## src/rtl/sht21_uart_fmt.sv

```systemverilog
// Formats one captured SHT21 temperature/humidity pair as "T=XXXX H=XXXX\r\n"
// and hands it byte by byte to the UART transmitter via its tx_req/tx_en handshake.
module sht21_uart_fmt #(
    parameter int REQ_HOLD    = 4,
    parameter int ACK_TIMEOUT = 16
) (
    input  logic        clk,
    input  logic        rst,
    input  logic [15:0] temp_raw,
    input  logic [15:0] humi_raw,
    input  logic        data_valid,
    input  logic        tx_en,
    output logic [7:0]  tx_byte,
    output logic        tx_req,
    output logic        busy,
    output logic        frame_done,
    output logic        err,
    output logic [7:0]  drop_cnt
);
    localparam int CNT_MAX = (REQ_HOLD > ACK_TIMEOUT) ? REQ_HOLD : ACK_TIMEOUT;
    localparam int CNT_W   = $clog2(CNT_MAX + 1);

    typedef enum logic [2:0] {S_IDLE, S_LOAD, S_FALL, S_DRAIN, S_DONE, S_ABORT} state_t;

    state_t           state_q, state_d;
    logic [3:0]       idx_q, idx_d;
    logic [CNT_W-1:0] cnt_q, cnt_d;
    logic [15:0]      temp_q, temp_d, humi_q, humi_d;
    logic [7:0]       byte_q, byte_d;
    logic [7:0]       drop_q, drop_d;
    logic             load;
    logic [31:0]      words_d;
    logic [7:0]       nib_chr [8];

    function automatic logic [7:0] hex_char(input logic [3:0] n);
        return (n < 4'd10) ? (8'h30 + {4'h0, n}) : (8'h37 + {4'h0, n});
    endfunction

    // The capture-cycle words feed the encoder so byte 0 can be loaded on the capture edge.
    assign temp_d  = (state_q == S_IDLE && data_valid) ? temp_raw : temp_q;
    assign humi_d  = (state_q == S_IDLE && data_valid) ? humi_raw : humi_q;
    assign words_d = {temp_d, humi_d};

    genvar gi;
    generate
        for (gi = 0; gi < 8; gi++) begin : g_nib
            assign nib_chr[gi] = hex_char(words_d[31-4*gi -: 4]);
        end
    endgenerate

    always_comb begin
        state_d = state_q;
        idx_d   = idx_q;
        cnt_d   = cnt_q;
        byte_d  = byte_q;
        load    = 1'b0;
        case (state_q)
            S_IDLE: begin
                if (data_valid) begin
                    idx_d   = 4'd0;
                    cnt_d   = '0;
                    load    = 1'b1;
                    state_d = S_LOAD;
                end
            end
            S_LOAD: begin
                if (cnt_q == CNT_W'(REQ_HOLD - 1)) begin
                    cnt_d   = '0;
                    state_d = S_FALL;
                end else begin
                    cnt_d = cnt_q + 1'b1;
                end
            end
            S_FALL: begin
                if (tx_en) begin
                    state_d = S_DRAIN;
                end else if (cnt_q == CNT_W'(ACK_TIMEOUT - 1)) begin
                    state_d = S_ABORT;
                end else begin
                    cnt_d = cnt_q + 1'b1;
                end
            end
            S_DRAIN: begin
                if (!tx_en) begin
                    if (idx_q == 4'd14) begin
                        state_d = S_DONE;
                    end else begin
                        idx_d   = idx_q + 4'd1;
                        cnt_d   = '0;
                        load    = 1'b1;
                        state_d = S_LOAD;
                    end
                end
            end
            S_DONE:  state_d = S_IDLE;
            S_ABORT: state_d = S_IDLE;
            default: state_d = S_IDLE;
        endcase

        // tx_byte only changes on LOAD entry, keeping it stable while the byte is on the line.
        if (load) begin
            case (idx_d)
                4'd0:    byte_d = 8'h54;
                4'd1:    byte_d = 8'h3D;
                4'd2:    byte_d = nib_chr[0];
                4'd3:    byte_d = nib_chr[1];
                4'd4:    byte_d = nib_chr[2];
                4'd5:    byte_d = nib_chr[3];
                4'd6:    byte_d = 8'h20;
                4'd7:    byte_d = 8'h48;
                4'd8:    byte_d = 8'h3D;
                4'd9:    byte_d = nib_chr[4];
                4'd10:   byte_d = nib_chr[5];
                4'd11:   byte_d = nib_chr[6];
                4'd12:   byte_d = nib_chr[7];
                4'd13:   byte_d = 8'h0D;
                default: byte_d = 8'h0A;
            endcase
        end
    end

    assign drop_d = (data_valid && state_q != S_IDLE && drop_q != 8'hFF) ? drop_q + 8'd1 : drop_q;

    always_ff @(posedge clk) begin
        if (rst) begin
            state_q <= S_IDLE;
            idx_q   <= 4'd0;
            cnt_q   <= '0;
            temp_q  <= 16'h0000;
            humi_q  <= 16'h0000;
            byte_q  <= 8'h00;
            drop_q  <= 8'h00;
        end else begin
            state_q <= state_d;
            idx_q   <= idx_d;
            cnt_q   <= cnt_d;
            temp_q  <= temp_d;
            humi_q  <= humi_d;
            byte_q  <= byte_d;
            drop_q  <= drop_d;
        end
    end

    assign tx_byte    = byte_q;
    assign tx_req     = (state_q == S_LOAD);
    assign busy       = (state_q != S_IDLE);
    assign frame_done = (state_q == S_DONE);
    assign err        = (state_q == S_ABORT);
    assign drop_cnt   = drop_q;

endmodule

```

## config.mk

```make
export PLATFORM = sky130hd
export DESIGN_NAME = sht21_uart_fmt
export DESIGN_NICKNAME = d
export VERILOG_FILES = /design/src/rtl/sht21_uart_fmt.sv
export SDC_FILE = /design/constraint.sdc
export NUM_CORES = 1
export LEC_CHECK = 0
export ABC_AREA = 1
export BUFFER_PORTS_ARGS = -buffer_cell sky130_fd_sc_hd__buf_2
export CELL_PAD_IN_SITES_DETAIL_PLACEMENT = 1
export CELL_PAD_IN_SITES_GLOBAL_PLACEMENT = 2
export CORE_MARGIN = 1
export CORE_UTILIZATION = 31
export CTS_CLUSTER_DIAMETER = 50
export DETAILED_ROUTE_END_ITERATION = 10
export HOLD_SLACK_MARGIN = 0.02
export PLACE_DENSITY_LB_ADDON = 0.25
export SLEW_MARGIN = 5
export SYNTH_ARGS = -nofsm -noshare
export SYNTH_HDL_FRONTEND = slang
export SYNTH_SLANG_ARGS = --single-unit
```

## constraint.sdc

```tcl
create_clock -name clk -period 2.96 [get_ports clk]
set_clock_uncertainty 0.15 [all_clocks]
set_input_delay 0 -clock clk [delete_from_list [all_inputs] [get_ports clk]]
set_output_delay 0 -clock clk [all_outputs]
set_load 0.02 [all_outputs]
```

# After elaboration in Yosys (flattened, before gate mapping)
# Cells that the tools add are included.
# op_classes
addsub,19
n_eq_ne,29
magnitude_cmp,8
mux,33
n_reduce_logical,10
# ops
operator,count
"6-bit by 4-bit adder with 7-bit output, first input constant",16
7-bit case mux with 13 select lines,1
7-bit 2-to-1 mux,8
"4-bit less-than comparator, second input constant",8
16-bit 2-to-1 mux,2
5-bit 2-to-1 mux,6
"4-bit == test, second input constant",7
5-bit case mux with 4 select lines,1
3-bit 2-to-1 mux,6
"4-bit by 3-bit == test with 1-bit output, second input constant",4
4-bit 2-to-1 mux,3
3-bit case mux with 4 select lines,1
"2-bit != test, second input constant",5
"8-bit by 1-bit adder with 8-bit output, second input constant",1
"4-bit by 2-bit == test with 1-bit output, second input constant",2
"8-bit != test, second input constant",1
4-bit case mux with 2 select lines,1
"3-bit by 2-bit == test with 1-bit output, second input constant",2
"3-bit == test, second input constant",2
6-bit AND reduction,1
"5-bit by 1-bit adder with 5-bit output, second input constant",1
"5-bit by 2-bit == test with 1-bit output, second input constant",1
"5-bit by 4-bit == test with 1-bit output, second input constant",1
"4-bit by 1-bit adder with 4-bit output, second input constant",1
13 further kinds,17
# totals
in_bits,36
output_inout_bits,20
regBits,60
elab_cells,106

# Depth between registers and ports, before layout
# depth
ltp_word,7
ltp_mapped,18
ltp_nobuf,17

# Worst setup path after synthesis
# OpenSTA, ideal clock, no wires.
# synth_path
kind,register -> register
from,register state_q[0]
to,register byte_q[2] (netlist: tx_byte[2])
required_ns,2.678
period_less_slack_ns,2.134
setup_ns,0.132
n_path_buf,1
arrival_ns,1.852
slack_ns,0.826
path_stages_with_launch,17
cell_sequence,dfxtp_1 -> nor2_4 -> nand3_4 -> inv_2 -> buf_6 -> nand2_1 -> o21ai_0 -> ha_1 -> inv_1 -> o21ai_0 -> nand2_1 -> nand2_1 -> nand2_1 -> nor2_1 -> nand3_1 -> nand2_1 -> a21oi_1
# synth_via
elab_chain_len,6
word_cells_on_any_way,55
classes_between,16 x add/sub; 8 x order compare; 14 x eq/ne; 13 x mux; 4 x reduce/logical
# synth_lines
item,line_no,source
start: declaration,25,"state_t state_q, state_d;"
start signal: assignment,134,state_q <= state_d;
3-bit zero test,"40, 41, 57",
1-bit logical AND,"40, 41",
16-bit 2-to-1 mux (on tied branches),"41, 40",
6-bit by 4-bit adder with 7-bit output / 4-bit less-than comparator (equally long branches),36,"return (n < 4'd10) ? (8'h30 + {4'h0, n}) : (8'h37 + {4'h0, n});"
7-bit 2-to-1 mux,36,
7-bit case mux with 13 select lines,102,case (idx_d)
end signal: assignment,139,byte_q <= byte_d;
end: declaration,29,"logic [7:0] byte_q, byte_d;"
# Parallel ways exist; a longest one is shown, timed or not.
# A chain may end at the register's enable or synchronous reset.

# Final worst setup path
# layout_path
from,register state_q[0]
to,register byte_q[3] (netlist: tx_byte[3])
# Same word-level chain as after synthesis.

==> metrics.md <==
| Metric | Value |
|---|---|
| Outcome | `finished clean` |
| Hold Startpoint | `data_valid` |
| Leak | `about 2.7 nW` |
| Worst skew pair latency | `between 0.3 and 0.4 ns` |
| Crit Reg-Reg Endpoint | `tx_byte[3]` |
| CTS tree | `yes` |
| Startpoint Class | `register` |
| Synth warn | `0` |
| Area grow syn2layout | `25.5%` |
| Pre-antenna DRT Iters | `4` |
| Initial antenna violation count | `0` |
| Gpl congestion | `approximately 0.85` |
| FILL cells | `between 1500 and 2000` |
| Peak supply drop | `0.358 mV` |
| DR iter-0 viols | `160` |
| Number of global-route vias before repair | `4578` |
| Hold EP | `temp_q[11]` |
| Flop pwr share | `between 20% and 30%` |
| Synth top area share | `28.2%` |
| CTS buffer count | `9` |
| Minimum clock period | `2.63 ns` |
| Total GRT Usage | `a little over a fifth` |
| CTS max path bufs | `2` |
| MaxCap Viol Count | `0` |
| FF+latch area | `~1200 um2` |
| Die X | `about 120 um` |
| Syn Std Cell Area | `about 4200 um2` |
| H-tree Lvls | `3` |
| Pwr per Cell Area | `814 nW/um2` |
| Largest net degree at the start of global routing | `between 40 and 50` |
| Synth area leader | `dfxtp_1` |
| Crit path largest cell delay | `0.36 ns` |
| Die H | `around 120 um` |
| Synth area leaders | `dfxtp_1 (28%), nand2_1 (19%), nor2_1 (9.5%)` |
| Post-route clock period utilization | `roughly nine tenths` |
| CP cell instances | `nor2_4 -> buf_4 -> nand2_2 -> nand2_2 -> nand2_2 -> nand2_2 -> nand2_4 -> nor2_2 -> nand3_1 -> o21ai_1 -> nand3b_1 -> nor2_1 -> nor2_1` |
| Most common cell on crit path | `nand2_2` |
| Arrival @ worst endpoint | `2.75 ns` |
| Xor/xnor share of the synthesized area | `less than 1%` |
| Nets | `between 800 and 900` |
| DP Worst Slack | `around 0.25 ns` |
| CTS sink cnt | `59` |
| Total gr overflow | `0` |
| Clock Power Share | `between 20 and 25%` |
| Seq/Total Area, Yosys | `28.2%` |
| Post-route setup slack | `approximately 0.33 ns` |
| Sw Ratio | `46.0%` |
| Cell with the most instances after synthesis | `nand2_1` |
| Initial Utilization | `31.8%` |
| DRC Markers | `0` |
| Post-synth EDFFs | `0` |
| CP max-delay cell | `dfxtp_1` |
| Simple-Gate Fraction of Synth Area | `roughly 46%` |
| Worst R2R Start | `state_q[0]` |
| Crit path buffers/inverters | `1` |
| Commonest cells post-synth | `nand2_1 (209), nor2_1 (106), inv_1 (102), dfxtp_1 (59), nand3_1 (47)` |
| Post-DP HPWL | `between 10 and 15 mm` |
| Total Routed Length | `14.0 mm` |
| CP top delay family | `simple AND/OR/NAND/NOR gates` |
| Multi-input combinational cell area | `around 2500 um2` |
| Crit path required time | `slightly above 3 ns` |
| Hold Path Class | `in2reg` |
| Row count | `42` |
| Post-Synthesis Mean Instance Area | `about 6 um2` |
| Switching power | `1.97 mW` |
| Synth Area in Adders | `under 10%` |
| Postcts setup bufs | `0` |
| Syn Inst Count | `around 700` |
| IO Pins | `between 50 and 60` |
| Setup Viol. Count Final | `0` |
| Cell-internal power | `~2.3 mW` |
| Vias | `about 4500` |
| Compound-Gate Fraction of Synth Area | `under 10%` |
| Wire per inst | `about 15 um` |
| Mux cell area share after synthesis | `0%` |
| Core area | `13200 um2` |
| Via/cell ratio | `about 4.7` |
| R2r worst-path depth | `13` |
| Die footprint | `between 10000 and 15000 um2` |
| WHS Path Cells | `4` |
| Clock root cell | `clkbuf_16` |
| Main synth FF type | `dfxtp_1` |
| Fraction of registers with async set/reset | `0%` |
| Worst-path clk slew | `around 0.050 ns` |
| Relative slew margins | `between 50% and 60%` |
| Power Total | `between 4 and 5 mW` |
| WS Path Type | `reg2reg` |
| Hold WS | `slightly above 0.08 ns` |
| Antenna viol nets, final | `0` |
| Worst reg-to-reg setup slack | `~0.33 ns` |
| Syn_nets | `747` |
| Pins Over Slew Limit | `0` |
| Peak Freq | `between 300 and 400 MHz` |
| Seq cells post-synth | `59` |
| Setup TNS | `0 ns` |
| Logic gate share of total power | `50.3%` |
| Largest family of logic cells by synthesized area | `simple AND/OR/NAND/NOR gates` |
| First-pass GRT wire length | `about 23 mm` |
| Slew @ Worst Pin | `around 0.65 ns` |
| CP Capture Type | `register` |
| Ratio of cells with drive above 1 in the final layout | `15.5%` |
| Inserted Diodes | `0` |
| Synth unique cells | `38` |
| CP Max Fanout | `23` |
| RSZ-0062 raised after global routing | `false` |
| Port buffer count | `54` |
| Fin. Hold Viols | `0` |
## timing repair
action | 4_1_cts | 5_1_grt
gates resized for setup | 0 | 1
hold buffers | 34 | 0
setup endpoints to repair | 0 | 1
endpoints found under the hold margin | 41 | 0
## stage by stage
stage	cells	area, um2	util (%)
after CTS	967	5260	39.9
after global routing	967	5260	39.9
final	967	5260	39.9
after floorplan	698	4190	-
after global placement	917	4630	35.1
after detailed placement	917	4630	35.1
## metal layers
layer  wire length, um  share of wire, %  track usage, %  vias up
met5                 0                 0               0        -
li1                  -                 -               -     2355
met1              6930                49            28.4     2107
met4               285               2.0            8.25        0
met2              6500                46            35.3       58
met3               313               2.2            2.75       15
## worst reg2reg max path, stage by stage, from the launching register on
cell      delay, ns
dfxtp_1        0.36
nor2_4         0.16
buf_4          0.31
nand2_2        0.15
nand2_2        0.10
nand2_2        0.08
nand2_2        0.13
nand2_4        0.08
nor2_2         0.31
nand3_1        0.16
o21ai_1        0.27
nand3b_1       0.15
nor2_1         0.05
nor2_1         0.09
## power by group through the flow
stage	Combinational [mW]	Clock (mW)	Sequential [mW]
CTS	2.18	1.06	1.09
floorplan	1.55	0	1.13
detailed placement	2.13	0	1.11
global placement	2.06	0	1.10
finish	2.15	1.04	1.09
global route	2.47	1.10	1.11
## cell usage in the layout (no fill, tap or decap), drive strengths merged, types with 4 or more instances in the layout
master / synthesis / layout
nand2: 230 / 230
nor2: 116 / 116
inv: 108 / 108
buf: 10 / 60
dfxtp: 59 / 59
nand3: 50 / 50
o21ai: 35 / 35
dlygate4sd3: 0 / 34
nand4: 24 / 24
a21oi: 18 / 18
clkbuf: 7 / 15
ha: 13 / 13
nor3: 7 / 7
a211oi: 4 / 4
## final cells by class
class / instances / share of cell area (%)
clock buffer: 15 / 5.47
clock inverter: 1 / 0.0952
inverter: 108 / 7.71
multi-input combinational: 514 / 47.6
sequential: 59 / 22.5
tap: 176 / 4.19
timing repair buffer: 94 / 12.5
## how the worst max path moves through the flow
stage                     from    endpoint  slack, ns  depth (start not counted)
finish              state_q[0]  tx_byte[3]       0.33                         13
global placement    state_q[0]  tx_byte[3]       0.29                         13
global route        state_q[0]  tx_byte[2]       0.02                         14
detailed placement  state_q[0]  tx_byte[3]       0.25                         13
floorplan           state_q[0]  tx_byte[2]       0.83                         16
CTS                 state_q[0]  tx_byte[3]       0.21                         13
## state kept, by name, indices dropped and copies added, names as in the netlist
name      flops
idx_q         4
cnt_q         5
drop_cnt      8
tx_byte       7
temp_q       16
humi_q       16
state_q       3
## logic make-up after synthesis
logic type      after synthesis
flops                        59
xor+xnor                      3
compound gates               64
simple gates                433
other cells                   1
buf+inv                     125
fa+ha+maj                    13
Power figures use the tool's default switching activity.
